[src/rtl/if_fetch_stage_pkg.sv]
// Shared types and constants for the instruction-fetch stage.
package if_fetch_stage_pkg;

  localparam int PC_W = 32;
  localparam logic [31:0] NOP_ENC = 32'h0000_0013;  // addi x0,x0,0

  typedef enum logic [1:0] {
    S_REQ  = 2'd0,
    S_WAIT = 2'd1,
    S_HOLD = 2'd2
  } fetch_state_e;

  // Redirect targets are forced onto a word boundary.
  function automatic logic [PC_W-1:0] word_align(input logic [PC_W-1:0] addr);
    return {addr[PC_W-1:2], 2'b00};
  endfunction

endpackage

[src/rtl/if_fetch_stage.sv]
// Instruction-fetch stage: owns the PC, issues one outstanding imem request
// at a time, presents the fetched instruction to IF/ID and inserts a NOP
// bubble whenever no valid instruction is available.
module if_fetch_stage
  import if_fetch_stage_pkg::*;
#(
  parameter logic [PC_W-1:0] RESET_PC  = 32'h0000_0000,
  parameter logic [31:0]     NOP_INSTR = NOP_ENC
) (
  input  logic            clk,
  input  logic            reset,
  input  logic            PC_write,
  input  logic            PCSrc,
  input  logic [PC_W-1:0] PC_Branch,
  output logic            imem_req,
  output logic [PC_W-1:0] imem_addr,
  input  logic            imem_ready,
  input  logic            imem_rvalid,
  input  logic [31:0]     imem_rdata,
  output logic [PC_W-1:0] PC_IF,
  output logic [31:0]     INSTRUCTION_IF,
  output logic            IF_valid
);

  fetch_state_e    state, state_nxt;
  logic [PC_W-1:0] pc, pc_nxt;
  logic            drop, drop_nxt;
  logic [31:0]     hold_buf, hold_nxt;
  logic            resp_ok;

  // A response is usable only if it arrives in WAIT and was not invalidated by a redirect.
  assign resp_ok = (state == S_WAIT) && imem_rvalid && !drop;

  // Output decode: a redirect suppresses presentation in the cycle it happens.
  always_comb begin
    imem_req       = (state == S_REQ);
    imem_addr      = pc;
    PC_IF          = pc;
    IF_valid       = !PCSrc && (resp_ok || (state == S_HOLD));
    INSTRUCTION_IF = NOP_INSTR;
    if (IF_valid)
      INSTRUCTION_IF = (state == S_HOLD) ? hold_buf : imem_rdata;
  end

  // Next-state logic: redirect first, then the normal request/wait/hold flow.
  always_comb begin
    // NOTE: every signal gets a default here so no path leaves it unassigned and infers a latch.
    state_nxt = state;
    pc_nxt    = pc;
    drop_nxt  = drop;
    hold_nxt  = hold_buf;
    if (PCSrc) begin
      pc_nxt = word_align(PC_Branch);
      unique case (state)
        S_REQ: begin
          // An old-PC request accepted this very cycle still owes a response; drop it.
          if (imem_ready) begin
            state_nxt = S_WAIT;
            drop_nxt  = 1'b1;
          end
        end
        S_WAIT: begin
          if (imem_rvalid) begin
            state_nxt = S_REQ;
            drop_nxt  = 1'b0;
          end else begin
            drop_nxt  = 1'b1;
          end
        end
        S_HOLD: begin
          state_nxt = S_REQ;
          hold_nxt  = NOP_INSTR;
        end
        default: state_nxt = S_REQ;
      endcase
    end else begin
      unique case (state)
        S_REQ: begin
          if (imem_ready) state_nxt = S_WAIT;
        end
        S_WAIT: begin
          if (imem_rvalid) begin
            if (drop) begin
              drop_nxt  = 1'b0;
              state_nxt = S_REQ;
            end else if (PC_write) begin
              pc_nxt    = pc + 32'd4;
              state_nxt = S_REQ;
            end else begin
              hold_nxt  = imem_rdata;
              state_nxt = S_HOLD;
            end
          end
        end
        S_HOLD: begin
          if (PC_write) begin
            pc_nxt    = pc + 32'd4;
            state_nxt = S_REQ;
          end
        end
        default: state_nxt = S_REQ;
      endcase
    end
  end

  // State register; reset aborts any outstanding request immediately.
  always_ff @(posedge clk or posedge reset) begin
    if (reset) begin
      state    <= S_REQ;
      pc       <= RESET_PC;
      drop     <= 1'b0;
      // NOTE: the hold buffer is reset so a bubble is the only thing it can ever leak.
      hold_buf <= NOP_INSTR;
    end else begin
      // NOTE: non-blocking so all registers update from the same pre-edge values.
      state    <= state_nxt;
      pc       <= pc_nxt;
      drop     <= drop_nxt;
      hold_buf <= hold_nxt;
    end
  end

endmodule

[config.mk]
export PLATFORM = sky130hd
export DESIGN_NAME = if_fetch_stage
export DESIGN_NICKNAME = d
export VERILOG_FILES = /design/src/rtl/if_fetch_stage_pkg.sv /design/src/rtl/if_fetch_stage.sv
export SDC_FILE = /design/constraint.sdc
export NUM_CORES = 1
export LEC_CHECK = 0
export BUFFER_PORTS_ARGS = -buffer_cell sky130_fd_sc_hd__buf_2
export CORE_UTILIZATION = 26
export DETAILED_ROUTE_END_ITERATION = 8
export GPL_TIMING_DRIVEN = 0
export PLACE_DENSITY_LB_ADDON = 0.15
export SETUP_SLACK_MARGIN = 0.2
export SKIP_CTS_REPAIR_TIMING = 1
export SLEW_MARGIN = 20
export SYNTH_ARGS = -nofsm -noshare
export SYNTH_HDL_FRONTEND = slang
export SYNTH_SLANG_ARGS = --single-unit
[constraint.sdc]
create_clock -name clk -period 6.5 [get_ports clk]
set_clock_uncertainty 0.05 [all_clocks]
set_input_delay 0.325 -clock clk [delete_from_list [all_inputs] [get_ports clk]]
set_output_delay 0.325 -clock clk [all_outputs]
set_load 0.01 [all_outputs]
# [Word level (Yosys, flattened, before mapping)]
# Index checks and enable logic that the tools add are counted.
[classes] add_sub_neg=1 reduce_logical=15 n_mux=28 n_eq_ne=10
[ops] operator="32-bit 2-to-1 mux" count=12
[ops] operator="32-bit one-hot mux with 2 select lines" count=1
[ops] operator="32-bit by 3-bit adder with 32-bit output (second input constant)" count=1
[ops] operator="2-bit 2-to-1 mux" count=7
[ops] operator="3-bit inequality test (second input constant)" count=3
[ops] operator="2-bit one-hot mux with 3 select lines" count=1
[ops] operator="2-bit nonzero test" count=3
[ops] operator="1-bit 2-to-1 mux" count=5
[ops] operator="5-bit AND reduction" count=1
[ops] operator="2-bit by 1-bit inequality test with 1-bit output (second input constant)" count=2
[ops] operator="2-bit inequality test (second input constant)" count=2
[ops] operator="2-bit one-hot mux with 2 select lines" count=1
[ops] operator="4-bit AND reduction" count=1
[ops] operator="1-bit logical AND" count=3
[ops] operator="3-bit by 2-bit inequality test with 1-bit output (second input constant)" count=1
[ops] operator="3-bit AND reduction" count=1
[ops] operator="3-bit nonzero test" count=1
[ops] operator="2-bit by 1-bit equality test with 1-bit output (second input constant)" count=1
[ops] operator="2-bit equality test (second input constant)" count=1
[ops] operator="1-bit logical NOT" count=2
[ops] operator="2-bit logical NOT" count=1
[ops] operator="1-bit one-hot mux with 2 select lines" count=1
[ops] operator="2-bit AND reduction" count=1
[ops] operator="1-bit logical OR" count=1
[word_totals] inputBits=70 ff_bits=67 out_inout_bits=98 elab_cells=58

# [Depth between registers and ports, before layout]
# Gate-level depths: netlist of the first run.
[depth] word_depth=6 depth_mapped=8

# [Worst setup path after synthesis of the first run]
# OpenSTA, ideal clock, no wires.
[synth_timing] kind="flip-flop to flip-flop" startpoint="register pc[10] (netlist: PC_IF[10])" endpoint="register pc[27] (netlist: PC_IF[27])" setup_slack_ns=4.442 setup_ns=0.082 n_path_buf=1 t_arrival_ns=1.926 path_stages_with_launch=6 t_required_ns=6.368 period_less_slack_ns=2.058 path_cell_list="dfrtp_1 -> nand4_2 -> or4_4 -> buf_6 -> or4_1 -> a31oi_1"
[synth_via] elab_chain_len=6
[synth_rtl] element="start, declared" line="if_fetch_stage.sv:26" text="logic [PC_W-1:0] pc, pc_nxt;"
[synth_rtl] element="start signal, assigned" line="if_fetch_stage.sv:117" text="pc <= pc_nxt;"
[synth_rtl] element="32-bit by 3-bit adder with 32-bit output (*)" line="if_fetch_stage.sv:87, if_fetch_stage.sv:97"
[synth_rtl] element="32-bit 2-to-1 mux (*)" line="if_fetch_stage.sv:86, if_fetch_stage.sv:96"
[synth_rtl] element="32-bit 2-to-1 mux" line="if_fetch_stage.sv:83" text="if (drop) begin"
[synth_rtl] element="32-bit 2-to-1 mux" line="if_fetch_stage.sv:82" text="if (imem_rvalid) begin"
[synth_rtl] element="32-bit one-hot mux with 2 select lines (*)" line="if_fetch_stage.sv:77" text="unique case (state)"
[synth_rtl] element="32-bit 2-to-1 mux (*)" line="if_fetch_stage.sv:52" text="if (PCSrc) begin"
# Every way passes the cells marked *; elsewhere a longest branch is shown, timed or not. The select of a mux whose other input is x is not followed.
# A chain may end at the register's enable or synchronous reset.

# [Worst setup path after layout of the first run]
[layout_timing] startpoint="register state[1]" endpoint="output INSTRUCTION_IF[10]"
[layout_via] elab_chain_len=6 word_cells_on_any_way=8 classes_between="eq/ne: 2; mux: 2; reduce/logical: 4"
[layout_rtl] element="start, declared" line="if_fetch_stage.sv:25" text="fetch_state_e state, state_nxt;"
[layout_rtl] element="start signal, assigned" line="if_fetch_stage.sv:116" text="state <= state_nxt;"
[layout_rtl] element="2-bit by 1-bit equality test with 1-bit output" line="if_fetch_stage.sv:32" text="assign resp_ok = (state == S_WAIT) && imem_rvalid && !drop;"
[layout_rtl] element="1-bit logical AND (2 in series)" line="if_fetch_stage.sv:32"
[layout_rtl] element="1-bit logical OR" line="if_fetch_stage.sv:39" text="IF_valid = !PCSrc && (resp_ok || (state == S_HOLD));"
[layout_rtl] element="1-bit logical AND" line="if_fetch_stage.sv:39"
[layout_rtl] element="32-bit 2-to-1 mux (*)" line="if_fetch_stage.sv:41" text="if (IF_valid)"
[layout_rtl] element="end, declared" line="if_fetch_stage.sv:21" text="output logic [31:0] INSTRUCTION_IF,"
# Every way passes the cells marked *; elsewhere a longest branch is shown, timed or not.

==> metrics.txt, run 1 <==
# TYPE chip_impl_metric gauge
chip_impl_metric{name="synth_area_in_xor_xnor",unit="%"} 1.82
chip_impl_info{name="crit_path_frequent_cell",value="sky130_fd_sc_hd__clkbuf_1"} 1
chip_impl_metric{name="multiInputGateArea",unit="um^2"} 1800
chip_impl_metric{name="yosys-mux-area-fraction",unit="%"} 0.521
chip_impl_info{name="leading_cell_type_in_the_layout_fill_and_taps_excluded",value="sky130_fd_sc_hd__buf_2"} 1
chip_impl_metric{name="avgRoutedWirePerCell",unit="um"} 15.6
chip_impl_info{name="timing.rr.start",value="state[1]"} 1
chip_impl_info{name="crit_path_cell_chain",value="or2b_1 -> clkbuf_1 -> clkbuf_1 -> nand2_1 -> a21oi_1 -> buf_2"} 1
chip_impl_metric{name="worst_hold_path.num_cells",unit=""} 3
chip_impl_metric{name="max_freq",unit="GHz"} 0.365
chip_impl_metric{name="worst-endpoint-arrival",unit="ns"} 2.36
chip_impl_metric{name="post-dp-hpwl",unit="um"} 9200
chip_impl_info{name="hold_end",value="PC_IF[5]"} 1
chip_impl_metric{name="cts.htree.levels",unit=""} 3
chip_impl_metric{name="timing.critical_path.required",unit="ns"} 6.12
chip_impl_metric{name="layout-drive-gt1-share",unit="%"} 35.9
chip_impl_metric{name="synth.ff_latch_count",unit=""} 65
chip_impl_metric{name="cts_num_sinks",unit=""} 65
chip_impl_metric{name="edff_count_synth",unit=""} 0
chip_impl_metric{name="finalHoldViolations",unit=""} 0
chip_impl_metric{name="grt_pass1_vias",unit=""} 3675
chip_impl_info{name="clock-root-buffer",value="sky130_fd_sc_hd__clkbuf_16"} 1
chip_impl_metric{name="cts-buffers-inserted",unit=""} 9
chip_impl_metric{name="dr_wl_met2",unit="um"} 5890
chip_impl_metric{name="top_level_ports",unit=""} 168
chip_impl_info{name="synth_ff_type",value="sky130_fd_sc_hd__dfrtp_1"} 1
chip_impl_metric{name="maximum_vdd_drop",unit="mV"} 0.121
chip_impl_info{name="slowest_stage",value="sky130_fd_sc_hd__clkbuf_1"} 1
chip_impl_info{name="worst_hold_startpoint",value="PC_Branch[5]"} 1
chip_impl_metric{name="critical_path_peak_fanout",unit=""} 10
chip_impl_info{name="cts_tree",value="yes"} 1
chip_impl_metric{name="start_util",unit="%"} 26.5
chip_impl_info{name="most-common-layout-cells",value="163 x sky130_fd_sc_hd__buf_2, 87 x sky130_fd_sc_hd__nand2_1, 62 x sky130_fd_sc_hd__dfrtp_1"} 1
chip_impl_info{name="startpoint",value="state[1]"} 1
chip_impl_metric{name="buffer_ports.inserted",unit=""} 161
chip_impl_metric{name="drtPass1Iterations",unit=""} 4
chip_impl_metric{name="core-area",unit="um^2"} 14500
chip_impl_metric{name="m1WireLength",unit="um"} 5840
chip_impl_metric{name="synth-compound-area-share",unit="%"} 22.2
chip_impl_metric{name="slew_violations",unit=""} 0
chip_impl_info{name="kind_of_critical_path",value="flip-flop to primary output"} 1
chip_impl_metric{name="netlist_instances",unit=""} 445
chip_impl_metric{name="max_stage_delay",unit="ns"} 0.45
chip_impl_metric{name="track_usage",unit="%"} 17.1
chip_impl_metric{name="maxCapViolCount",unit=""} 0
chip_impl_metric{name="routabilityCongestion",unit=""} 0.772
chip_impl_metric{name="die_width",unit="um"} 124
chip_impl_info{name="hold_path_class",value="primary input to flip-flop"} 1
chip_impl_info{name="rsz0062_at_grt",value="no"} 1
chip_impl_metric{name="setup-tns-final",unit="ns"} 0
chip_impl_metric{name="async_flop_share",unit="%"} 100
chip_impl_metric{name="fp.dieArea",unit="um^2"} 15300
chip_impl_metric{name="finalHoldWorstSlack",unit="ns"} 0.142
chip_impl_info{name="critPathCaptureType",value="primary output"} 1
chip_impl_metric{name="detail_route.wirelength",unit="um"} 12700
chip_impl_metric{name="cts-root-to-sink-buffers",unit=""} 2
chip_impl_metric{name="flow.area_growth_from_synthesis",unit="%"} 36.2
chip_impl_metric{name="worst_setup_hold_path_clk_slew",unit="ns"} 0.06
chip_impl_metric{name="met3WireLength",unit="um"} 852
chip_impl_metric{name="largest_net_degree_at_the_start_of_global_routing",unit=""} 35
chip_impl_metric{name="detailedRoute.firstIterationViolations",unit=""} 222
chip_impl_metric{name="synthDistinctLibCells",unit=""} 51
chip_impl_metric{name="clock_insertion_delay_worst_skew",unit="ns"} 0.34
chip_impl_metric{name="grt_antenna_before_repair",unit=""} 1
chip_impl_metric{name="r2r_cells",unit=""} 7
chip_impl_metric{name="remaining_drc_errors",unit=""} 0
chip_impl_metric{name="via_per_inst",unit=""} 4.88
chip_impl_metric{name="synth_adder_area_share",unit="%"} 0.326
chip_impl_metric{name="mappedNetlistArea",unit="um^2"} 3840
chip_impl_metric{name="grt_pass1_wl",unit="um"} 19700
chip_impl_metric{name="route.vias.total",unit=""} 3962
chip_impl_metric{name="slew_hr",unit="%"} 43.3
chip_impl_metric{name="synth.avg_cell_area",unit="um^2"} 8.63
chip_impl_metric{name="synth_simple_gate_area_share",unit="%"} 21.5
chip_impl_metric{name="nFillCells",unit=""} 1520
chip_impl_metric{name="finalSetupViolations",unit=""} 0
chip_impl_metric{name="min_period",unit="ns"} 2.74
chip_impl_info{name="worst_r2r_endpoint",value="PC_IF[24]"} 1
chip_impl_metric{name="yosysWarningCount",unit=""} 0
chip_impl_metric{name="cellLeakagePower",unit="uW"} 0.00250
chip_impl_info{name="result_of_the_run",value="finished, final reports clean"} 1
chip_impl_metric{name="synth_sequential_area_ratio",unit="%"} 42.4
chip_impl_metric{name="dieHeight",unit="um"} 124
chip_impl_info{name="top_signal_layer_used",value="met4"} 1
chip_impl_metric{name="std_cell_rows",unit=""} 44
chip_impl_metric{name="nNetsFinal",unit=""} 693
chip_impl_metric{name="drtAntennaViolNets",unit=""} 0
chip_impl_info{name="dominant_combinational_cell_family_by_area_after_synthesis",value="compound AO/OA/AOI/OAI gates"} 1
chip_impl_metric{name="power_density",unit="nW/um^2"} 260
chip_impl_info{name="startpoint_type",value="flip-flop"} 1
chip_impl_metric{name="worst_slew_pin_slew",unit="ns"} 0.829
chip_impl_metric{name="register_to_register_path_setup_slack",unit="ns"} 4.10
chip_impl_metric{name="global_route.overflow_total",unit=""} 0
chip_impl_metric{name="period_share",unit="%"} 42.1
chip_impl_metric{name="seq_area",unit="um^2"} 1630
[per-layer routing]
layer  track usage, %  up-vias
met5                0        -
met4             4.89        0
met3             5.12        7
met2             27.5      125
met1             22.0     1894
li1                 -     1936
[stage by stage]
step	cells	setup slack [ns]	instance area (um^2)	total power, uW	utilization, %
2_1_floorplan	448	4.44	3850	738	-
3_3_place_gp	793	3.43	4890	845	33.8
3_5_place_dp	794	4.09	4910	855	33.9
4_1_cts	810	3.71	5220	1380	36.1
5_1_grt	811	3.56	5230	1440	36.1
6_report	812	3.76	5230	1360	36.1
[cell families after synthesis]
kind of cell | after synthesis
mux | 2
other cells | 1
buf+inv | 75
compound gates | 124
flops | 65
xor+xnor | 8
fa+ha+maj | 1
simple gates | 169
[critical path, delay by kind of cell, from the launching register on]
family / cells / cell delay, ns
buf+inv: 3 / 1.06
flops: 1 / 0.44
simple gates: 2 / 0.34
compound gates: 1 / 0.19
[registers in the layout, summed over array words and instances (netlist names)]
signal    count
state         2
drop          1
hold_buf     32
PC_IF        30
[Yosys cell counts, types with 2 or more instances]
cell type	number	share of area, %
sky130_fd_sc_hd__a2111oi_0	2	0.46
sky130_fd_sc_hd__a211oi_1	3	0.59
sky130_fd_sc_hd__a21oi_1	31	4.0
sky130_fd_sc_hd__a221oi_1	2	0.46
sky130_fd_sc_hd__a22o_1	29	6.6
sky130_fd_sc_hd__a311oi_1	2	0.46
sky130_fd_sc_hd__a31oi_1	14	2.3
sky130_fd_sc_hd__and3_1	2	0.33
sky130_fd_sc_hd__and4_1	4	0.91
sky130_fd_sc_hd__buf_2	2	0.26
sky130_fd_sc_hd__buf_4	35	6.8
sky130_fd_sc_hd__clkbuf_1	26	2.5
sky130_fd_sc_hd__dfrtp_1	62	40
sky130_fd_sc_hd__dfstp_2	3	2.1
sky130_fd_sc_hd__inv_1	11	1.1
sky130_fd_sc_hd__mux2i_1	2	0.52
sky130_fd_sc_hd__nand2_1	87	8.5
sky130_fd_sc_hd__nand3_1	13	1.7
sky130_fd_sc_hd__nand4_1	5	0.81
sky130_fd_sc_hd__nor2_1	20	2.0
sky130_fd_sc_hd__nor2b_1	3	0.49
sky130_fd_sc_hd__nor3_1	3	0.39
sky130_fd_sc_hd__o211ai_1	5	0.98
sky130_fd_sc_hd__o21ai_0	15	2.0
sky130_fd_sc_hd__o22a_1	3	0.68
sky130_fd_sc_hd__o31a_1	2	0.46
sky130_fd_sc_hd__o31ai_1	10	2.0
sky130_fd_sc_hd__o41ai_1	2	0.46
sky130_fd_sc_hd__or2_2	2	0.33
sky130_fd_sc_hd__or3_1	4	0.65
sky130_fd_sc_hd__or4_1	15	2.9
sky130_fd_sc_hd__xnor2_1	5	1.1
sky130_fd_sc_hd__xor2_1	3	0.68
[worst max path at each step]
stage	slack [ns]	endpoint	cells after the start
after floorplan	4.44	PC_IF[27]	5
after global placement	3.43	PC_IF[6]	2
after detailed placement	4.09	INSTRUCTION_IF[25]	6
after CTS	3.71	INSTRUCTION_IF[25]	6
after global routing	3.56	INSTRUCTION_IF[11]	6
final	3.76	INSTRUCTION_IF[10]	6
[where the power goes]
part           internal [uW]  switching, uW  total, uW
clock                    328            184        512
sequential               500           73.8        574
combinational            146            129        275
total                    974            386       1360
[layout make-up]
type                       count  share of cell area (%)
multi-input combinational    308                    34.4
sequential                    65                    31.2
timing repair buffer         163                    16.0
buffer                        64                    7.29
clock buffer                  14                    5.24
tap                          184                    4.40
inverter                      11                   0.837
clock inverter                 2                   0.670
antenna                        1                  0.0478
Power figures use the tool's default switching activity.
==> run 2, diff against run 1 <==
==> constraint.sdc (replaced) <==
create_clock -name clk -period 2.2 [get_ports clk]
set_clock_uncertainty 0.05 [all_clocks]
set_input_delay 0.11 -clock clk [delete_from_list [all_inputs] [get_ports clk]]
set_output_delay 0.11 -clock clk [all_outputs]
set_load 0.01 [all_outputs]
==> metrics.txt, run 2 (synthesized netlist as in run 1, its figures left out) <==
# TYPE chip_impl_metric gauge
chip_impl_metric{name="final_setup_slack_of_the_worst_path",unit="ns"} -0.00676
chip_impl_info{name="hold_path_class",value="primary input to flip-flop"} 1
chip_impl_metric{name="routabilityCongestion",unit=""} 0.799
chip_impl_metric{name="start_util",unit="%"} 26.5
chip_impl_metric{name="clkPwrFrac",unit="%"} 32.8
chip_impl_metric{name="antenna_cells",unit=""} 0
chip_impl_metric{name="finalSetupViolations",unit=""} 3
chip_impl_metric{name="largest_net_degree_at_the_start_of_global_routing",unit=""} 36
chip_impl_metric{name="finalHoldWorstSlack",unit="ns"} -0.0247
chip_impl_metric{name="setup-tns-final",unit="ns"} -0.0128
chip_impl_metric{name="multiInputGateArea",unit="um^2"} 2140
chip_impl_metric{name="top_level_ports",unit=""} 168
chip_impl_metric{name="route.vias.total",unit=""} 4316
chip_impl_metric{name="grt_antenna_before_repair",unit=""} 0
chip_impl_metric{name="nFillCells",unit=""} 1422
chip_impl_metric{name="switching_share",unit="%"} 29.6
chip_impl_metric{name="remaining_drc_errors",unit=""} 0
chip_impl_metric{name="power.sequential.fraction",unit="%"} 42.6
chip_impl_metric{name="period_share",unit="%"} 100
chip_impl_info{name="most-common-layout-cells",value="160 x sky130_fd_sc_hd__buf_2, 67 x sky130_fd_sc_hd__nand2_1, 48 x sky130_fd_sc_hd__buf_4, 48 x sky130_fd_sc_hd__dlygate4sd3_1, 46 x sky130_fd_sc_hd__dfrtp_1"} 1
chip_impl_metric{name="grt_pass1_vias",unit=""} 3597
chip_impl_metric{name="min_period",unit="ns"} 2.21
chip_impl_metric{name="timing.critical_path.required",unit="ns"} 2.41
chip_impl_metric{name="track_usage",unit="%"} 16.7
chip_impl_metric{name="layout-drive-gt1-share",unit="%"} 49.4
chip_impl_metric{name="relative_contribution_of_combinational_cells_to_total_power",unit="%"} 24.5
chip_impl_metric{name="post-dp-hpwl",unit="um"} 9220
chip_impl_metric{name="std_cell_rows",unit=""} 44
chip_impl_metric{name="via_per_inst",unit=""} 4.90
chip_impl_metric{name="finalHoldViolations",unit=""} 10
chip_impl_metric{name="drtPass1Iterations",unit=""} 4
chip_impl_metric{name="core-area",unit="um^2"} 14500
chip_impl_metric{name="slew_hr",unit="%"} 39.2
chip_impl_metric{name="worst-endpoint-arrival",unit="ns"} 2.41
chip_impl_info{name="leading_cell_type_in_the_layout_fill_and_taps_excluded",value="sky130_fd_sc_hd__buf_2"} 1
chip_impl_metric{name="clock_insertion_delay_worst_skew",unit="ns"} 0.34
chip_impl_metric{name="max_freq",unit="GHz"} 0.453
chip_impl_metric{name="detailedRoute.firstIterationViolations",unit=""} 225
chip_impl_info{name="cts_tree",value="yes"} 1
chip_impl_info{name="failing_checks",value="negative hold slack, negative setup slack"} 1
chip_impl_metric{name="seq_area",unit="um^2"} 1650
chip_impl_metric{name="cellLeakagePower",unit="uW"} 0.00301
chip_impl_metric{name="maximum_vdd_drop",unit="mV"} 0.484
chip_impl_metric{name="placed_cell_area",unit="um^2"} 4930
chip_impl_metric{name="buffer_ports.inserted",unit=""} 161
chip_impl_metric{name="dieHeight",unit="um"} 124
chip_impl_metric{name="avgRoutedWirePerCell",unit="um"} 15.6
chip_impl_info{name="startpoint_type",value="flip-flop"} 1
chip_impl_metric{name="die_width",unit="um"} 124
chip_impl_info{name="rsz0062_at_grt",value="yes"} 1
chip_impl_metric{name="nNetsFinal",unit=""} 763
chip_impl_metric{name="cts_num_sinks",unit=""} 65
chip_impl_info{name="clock-root-buffer",value="sky130_fd_sc_hd__clkbuf_16"} 1
chip_impl_metric{name="global_route.overflow_total",unit=""} 0
chip_impl_metric{name="maxCapViolCount",unit=""} 0
chip_impl_metric{name="drtAntennaViolNets",unit=""} 0
chip_impl_metric{name="power.internal",unit="uW"} 2870
chip_impl_metric{name="cts.htree.levels",unit=""} 3
chip_impl_metric{name="detail_route.wirelength",unit="um"} 13700
chip_impl_info{name="kind_of_critical_path",value="flip-flop to flip-flop"} 1
chip_impl_info{name="worst_hold_startpoint",value="PC_Branch[24]"} 1
chip_impl_metric{name="total_switching_power",unit="uW"} 1210
chip_impl_info{name="result_of_the_run",value="finished with violations"} 1
chip_impl_metric{name="power_density",unit="nW/um^2"} 635
chip_impl_metric{name="stdcell_area",unit="um^2"} 6430
chip_impl_metric{name="cts-buffers-inserted",unit=""} 9
chip_impl_metric{name="flow.area_growth_from_synthesis",unit="%"} 67.4
chip_impl_info{name="critPathCaptureType",value="flip-flop"} 1
chip_impl_metric{name="worst_slew_pin_slew",unit="ns"} 0.888
chip_impl_metric{name="cts-root-to-sink-buffers",unit=""} 2
chip_impl_metric{name="slew_violations",unit=""} 0
chip_impl_metric{name="fp.dieArea",unit="um^2"} 15300
chip_impl_metric{name="largest_register_ffs",unit=""} 32
chip_impl_metric{name="critical_path_peak_fanout",unit=""} 6
chip_impl_info{name="timing.rr.start",value="state[0]"} 1
chip_impl_metric{name="grt_pass1_wl",unit="um"} 18900
chip_impl_metric{name="worst_setup_hold_path_clk_slew",unit="ns"} 0.05
chip_impl_info{name="largest-register",value="hold_buf"} 1
chip_impl_metric{name="post-place-ws",unit="ns"} -0.0796
chip_impl_info{name="startpoint",value="state[0]"} 1
## run 2: changes by cell type in the layout (fill, tap and decap cells not counted), moves of 16 or more
| cell | previous run | this run |
|---|---|---|
| sky130_fd_sc_hd__a21oi_1 | 31 | 2 |
| sky130_fd_sc_hd__dlygate4sd3_1 | 1 | 48 |
| sky130_fd_sc_hd__dfrtp_1 | 62 | 46 |
| sky130_fd_sc_hd__a21oi_2 | 0 | 27 |
| sky130_fd_sc_hd__nand2_1 | 87 | 67 |
| sky130_fd_sc_hd__dfrtp_2 | 0 | 16 |
## run 2: worst paths after layout
kind                       cells past startpoint  slack [ns]            to
max                                            6      -0.007     PC_IF[24]
min                                            3       -0.02     PC_IF[24]
max reg2reg                                    6      -0.007     PC_IF[24]
min reg2reg                                    1        0.44  hold_buf[30]
max in group asynchronous                      4        1.23   hold_buf[0]
min in group asynchronous                      3        0.28  hold_buf[30]
## run 2: per-layer routing
layer  GRT usage, %  wire, um
met2           26.6      6620
met3           3.87       686
met4           6.63       260
met5              0         0
met1           21.7      6150
## run 2: power groups by stage
stage          sequential, uW  clock [uW]  combinational, uW
2_1_floorplan            1670           0                513
3_3_place_gp             1700           0                799
3_5_place_dp             1700           0                825
4_1_cts                  1690        1380                827
5_1_grt                  1780        1440               1110
6_report                 1740        1340               1000
## run 2: worst max-delay path, cell delays in order (launching register included)
cell and delay, ns:
sky130_fd_sc_hd__dfrtp_1 0.37, sky130_fd_sc_hd__buf_6 0.13, sky130_fd_sc_hd__or2b_4 0.26, sky130_fd_sc_hd__a2111o_1 0.51, sky130_fd_sc_hd__buf_6 0.17, sky130_fd_sc_hd__or4_1 0.47, sky130_fd_sc_hd__a31oi_1 0.16
## run 2: layout make-up
cell class | instances | share of cell area, %
plain buffers | 64 | 8.45
clock buffers | 16 | 4.22
inverters | 11 | 0.681
multi-input cells | 308 | 33.2
flip-flops and latches | 65 | 25.7
well taps | 184 | 3.58
repair buffers | 233 | 24.2
## run 2: through the flow
stage | util (%) | cells | power, uW
detailed placement | 34.0 | 794 | 2530
finish | 44.4 | 881 | 4080
global route | 44.4 | 881 | 4330
CTS | 35.9 | 810 | 3900
global placement | 33.9 | 793 | 2500
floorplan | - | 448 | 2180
==> run 3, diff against run 2 <==
==> constraint.sdc (replaced) <==
create_clock -name clk -period 2.77 [get_ports clk]
set_clock_uncertainty 0.05 [all_clocks]
set_input_delay 0.1385 -clock clk [delete_from_list [all_inputs] [get_ports clk]]
set_output_delay 0.1385 -clock clk [all_outputs]
set_load 0.01 [all_outputs]
==> metrics.txt, run 3 (synthesized netlist as in run 1, its figures left out) <==
# TYPE chip_impl_metric gauge
chip_impl_metric{name="largest_net_degree_at_the_start_of_global_routing",unit=""} 35
chip_impl_metric{name="nFillCells",unit=""} 1501
chip_impl_metric{name="max_freq",unit="GHz"} 0.404
chip_impl_metric{name="core-area",unit="um^2"} 14500
chip_impl_metric{name="drtAntennaViolNets",unit=""} 0
chip_impl_metric{name="fp.dieArea",unit="um^2"} 15300
chip_impl_metric{name="largest_register_ffs",unit=""} 32
chip_impl_metric{name="avgRoutedWirePerCell",unit="um"} 15.4
chip_impl_metric{name="grt_pass1_vias",unit=""} 3675
chip_impl_metric{name="grt_antenna_before_repair",unit=""} 0
chip_impl_metric{name="cts_num_sinks",unit=""} 65
chip_impl_metric{name="seq_area",unit="um^2"} 1630
chip_impl_metric{name="slew_violations",unit=""} 0
chip_impl_metric{name="routabilityCongestion",unit=""} 0.772
chip_impl_metric{name="r2r_cells",unit=""} 7
chip_impl_metric{name="via_per_inst",unit=""} 4.82
chip_impl_info{name="worst_r2r_endpoint",value="PC_IF[24]"} 1
chip_impl_info{name="worst_hold_startpoint",value="imem_rdata[13]"} 1
chip_impl_metric{name="timing.critical_path.required",unit="ns"} 2.58
chip_impl_metric{name="top_level_ports",unit=""} 168
chip_impl_metric{name="post-dp-hpwl",unit="um"} 9200
chip_impl_metric{name="global_route.overflow_total",unit=""} 0
chip_impl_metric{name="route.vias.total",unit=""} 4047
chip_impl_metric{name="finalSetupViolations",unit=""} 0
chip_impl_metric{name="final_cells",unit=""} 839
chip_impl_metric{name="track_usage",unit="%"} 17.1
chip_impl_metric{name="max_stage_delay",unit="ns"} 0.46
chip_impl_metric{name="register_to_register_path_setup_slack",unit="ns"} 0.42
chip_impl_metric{name="grt_pass1_wl",unit="um"} 19700
chip_impl_metric{name="utilization",unit="%"} 38.1
chip_impl_metric{name="cts-root-to-sink-buffers",unit=""} 2
chip_impl_metric{name="flow.area_growth_from_synthesis",unit="%"} 43.6
chip_impl_metric{name="cts.htree.levels",unit=""} 3
chip_impl_metric{name="period_share",unit="%"} 89.3
chip_impl_info{name="hold_path_class",value="primary input to flip-flop"} 1
chip_impl_metric{name="multiInputGateArea",unit="um^2"} 1810
chip_impl_metric{name="critical_path_peak_fanout",unit=""} 10
chip_impl_info{name="critPathCaptureType",value="primary output"} 1
chip_impl_info{name="crit_path_cell_chain",value="nor2b_1 -> clkbuf_2 -> o21ai_0 -> clkbuf_1 -> a21oi_1 -> buf_2"} 1
chip_impl_metric{name="finalHoldWorstSlack",unit="ns"} -0.0105
chip_impl_metric{name="start_util",unit="%"} 26.5
chip_impl_metric{name="worst_slew_pin_slew",unit="ns"} 0.833
chip_impl_info{name="slowest_stage",value="sky130_fd_sc_hd__clkbuf_1"} 1
chip_impl_metric{name="detail_route.wirelength",unit="um"} 12900
chip_impl_info{name="largest-register",value="hold_buf"} 1
chip_impl_info{name="startpoint_type",value="flip-flop"} 1
chip_impl_metric{name="drtPass1Iterations",unit=""} 6
chip_impl_info{name="most-common-layout-cells",value="163 x sky130_fd_sc_hd__buf_2, 87 x sky130_fd_sc_hd__nand2_1, 62 x sky130_fd_sc_hd__dfrtp_1"} 1
chip_impl_info{name="cts_tree",value="yes"} 1
chip_impl_metric{name="std_cell_rows",unit=""} 44
chip_impl_metric{name="min_period",unit="ns"} 2.47
chip_impl_metric{name="worst_hold_path.num_cells",unit=""} 2
chip_impl_info{name="timing.rr.start",value="state[1]"} 1
chip_impl_metric{name="worst_setup_hold_path_clk_slew",unit="ns"} 0.06
chip_impl_metric{name="slew_hr",unit="%"} 43.0
chip_impl_metric{name="remaining_drc_errors",unit=""} 0
chip_impl_metric{name="power_density",unit="nW/um^2"} 585
chip_impl_metric{name="cts-buffers-inserted",unit=""} 9
chip_impl_metric{name="worst-endpoint-arrival",unit="ns"} 2.29
chip_impl_info{name="leading_cell_type_in_the_layout_fill_and_taps_excluded",value="sky130_fd_sc_hd__buf_2"} 1
chip_impl_info{name="rsz0062_at_grt",value="yes"} 1
chip_impl_metric{name="layout-drive-gt1-share",unit="%"} 35.2
chip_impl_info{name="result_of_the_run",value="finished with violations"} 1
chip_impl_metric{name="buffer_ports.inserted",unit=""} 161
chip_impl_metric{name="nNetsFinal",unit=""} 720
chip_impl_info{name="clock-root-buffer",value="sky130_fd_sc_hd__clkbuf_16"} 1
chip_impl_info{name="hold_end",value="hold_buf[13]"} 1
chip_impl_metric{name="detailedRoute.firstIterationViolations",unit=""} 228
chip_impl_info{name="failing_checks",value="negative hold slack"} 1
chip_impl_metric{name="maximum_vdd_drop",unit="mV"} 0.267
chip_impl_metric{name="maxCapViolCount",unit=""} 0
chip_impl_metric{name="post-place-cells",unit=""} 794
chip_impl_metric{name="clock_insertion_delay_worst_skew",unit="ns"} 0.34
chip_impl_metric{name="die_width",unit="um"} 124
chip_impl_info{name="kind_of_critical_path",value="flip-flop to primary output"} 1
chip_impl_metric{name="dieHeight",unit="um"} 124
chip_impl_metric{name="finalHoldViolations",unit=""} 4
chip_impl_metric{name="cellLeakagePower",unit="uW"} 0.00262
[run 3: cell types whose count changed in the layout (fill, tap and decap cells not counted), sizes merged]
| cell | before | now |
|---|---|---|
| bufinv | 0 | 1 |
| dlygate4sd3 | 48 | 28 |
| clkbuf | 31 | 40 |
| clkinv | 0 | 1 |
| buf | 234 | 200 |
| diode | 0 | 1 |
[run 3: through the flow]
step           instance area [um^2]  worst slack, ns  setup TNS [ns]  power (uW)
2_1_floorplan                  3850            0.712               0        1730
3_3_place_gp                   4890           -0.115           -6.94        1980
3_5_place_dp                   4910            0.365               0        2010
4_1_cts                        5220            0.164               0        3230
5_1_grt                        5510            0.114               0        3400
6_report                       5510            0.296               0        3220
[run 3: metal layers]
metal / vias up / global-route usage (%) / routed length [um] / part of all wire [%]
met5: - / 0 / 0 / 0
met4: 0 / 4.89 / 70 / 0.54
met3: 5 / 5.12 / 762 / 5.9
met2: 129 / 27.5 / 6070 / 47
met1: 1922 / 22.0 / 5990 / 46
li1: 1991 / - / - / -
[run 3: layout make-up]
type / instances / area share (%)
diodes: 1 / 0.0454
plain buffers: 64 / 7.01
clock buffers: 14 / 4.97
clock inverters: 2 / 0.635
inverters: 11 / 0.794
multi-input cells: 308 / 32.7
flip-flops and latches: 65 / 29.6
well taps: 184 / 4.18
repair buffers: 190 / 20.1
[run 3: how the worst max path moves through the flow]
stage,from,end,slack [ns],cells past startpoint
after floorplan,PC_IF[10],PC_IF[27],0.71,5
after global placement,reset,PC_IF[6],-0.12,2
after detailed placement,state[1],PC_IF[24],0.36,7
after CTS,state[1],INSTRUCTION_IF[25],0.16,6
after global routing,state[1],INSTRUCTION_IF[14],0.11,6
final,state[1],INSTRUCTION_IF[12],0.30,6
[run 3: power by group]
group / switching, uW / internal [uW] / total [uW]
Sequential: 174 / 1170 / 1350
Combinational: 308 / 369 / 677
Clock: 430 / 770 / 1200
Total: 913 / 2310 / 3220
[run 3: critical path, delay by kind of cell (launching register included)]
family,cells,cell delay [ns]
buf+inv,3,0.83
simple gates,1,0.16
compound gates,2,0.51
flops,1,0.44
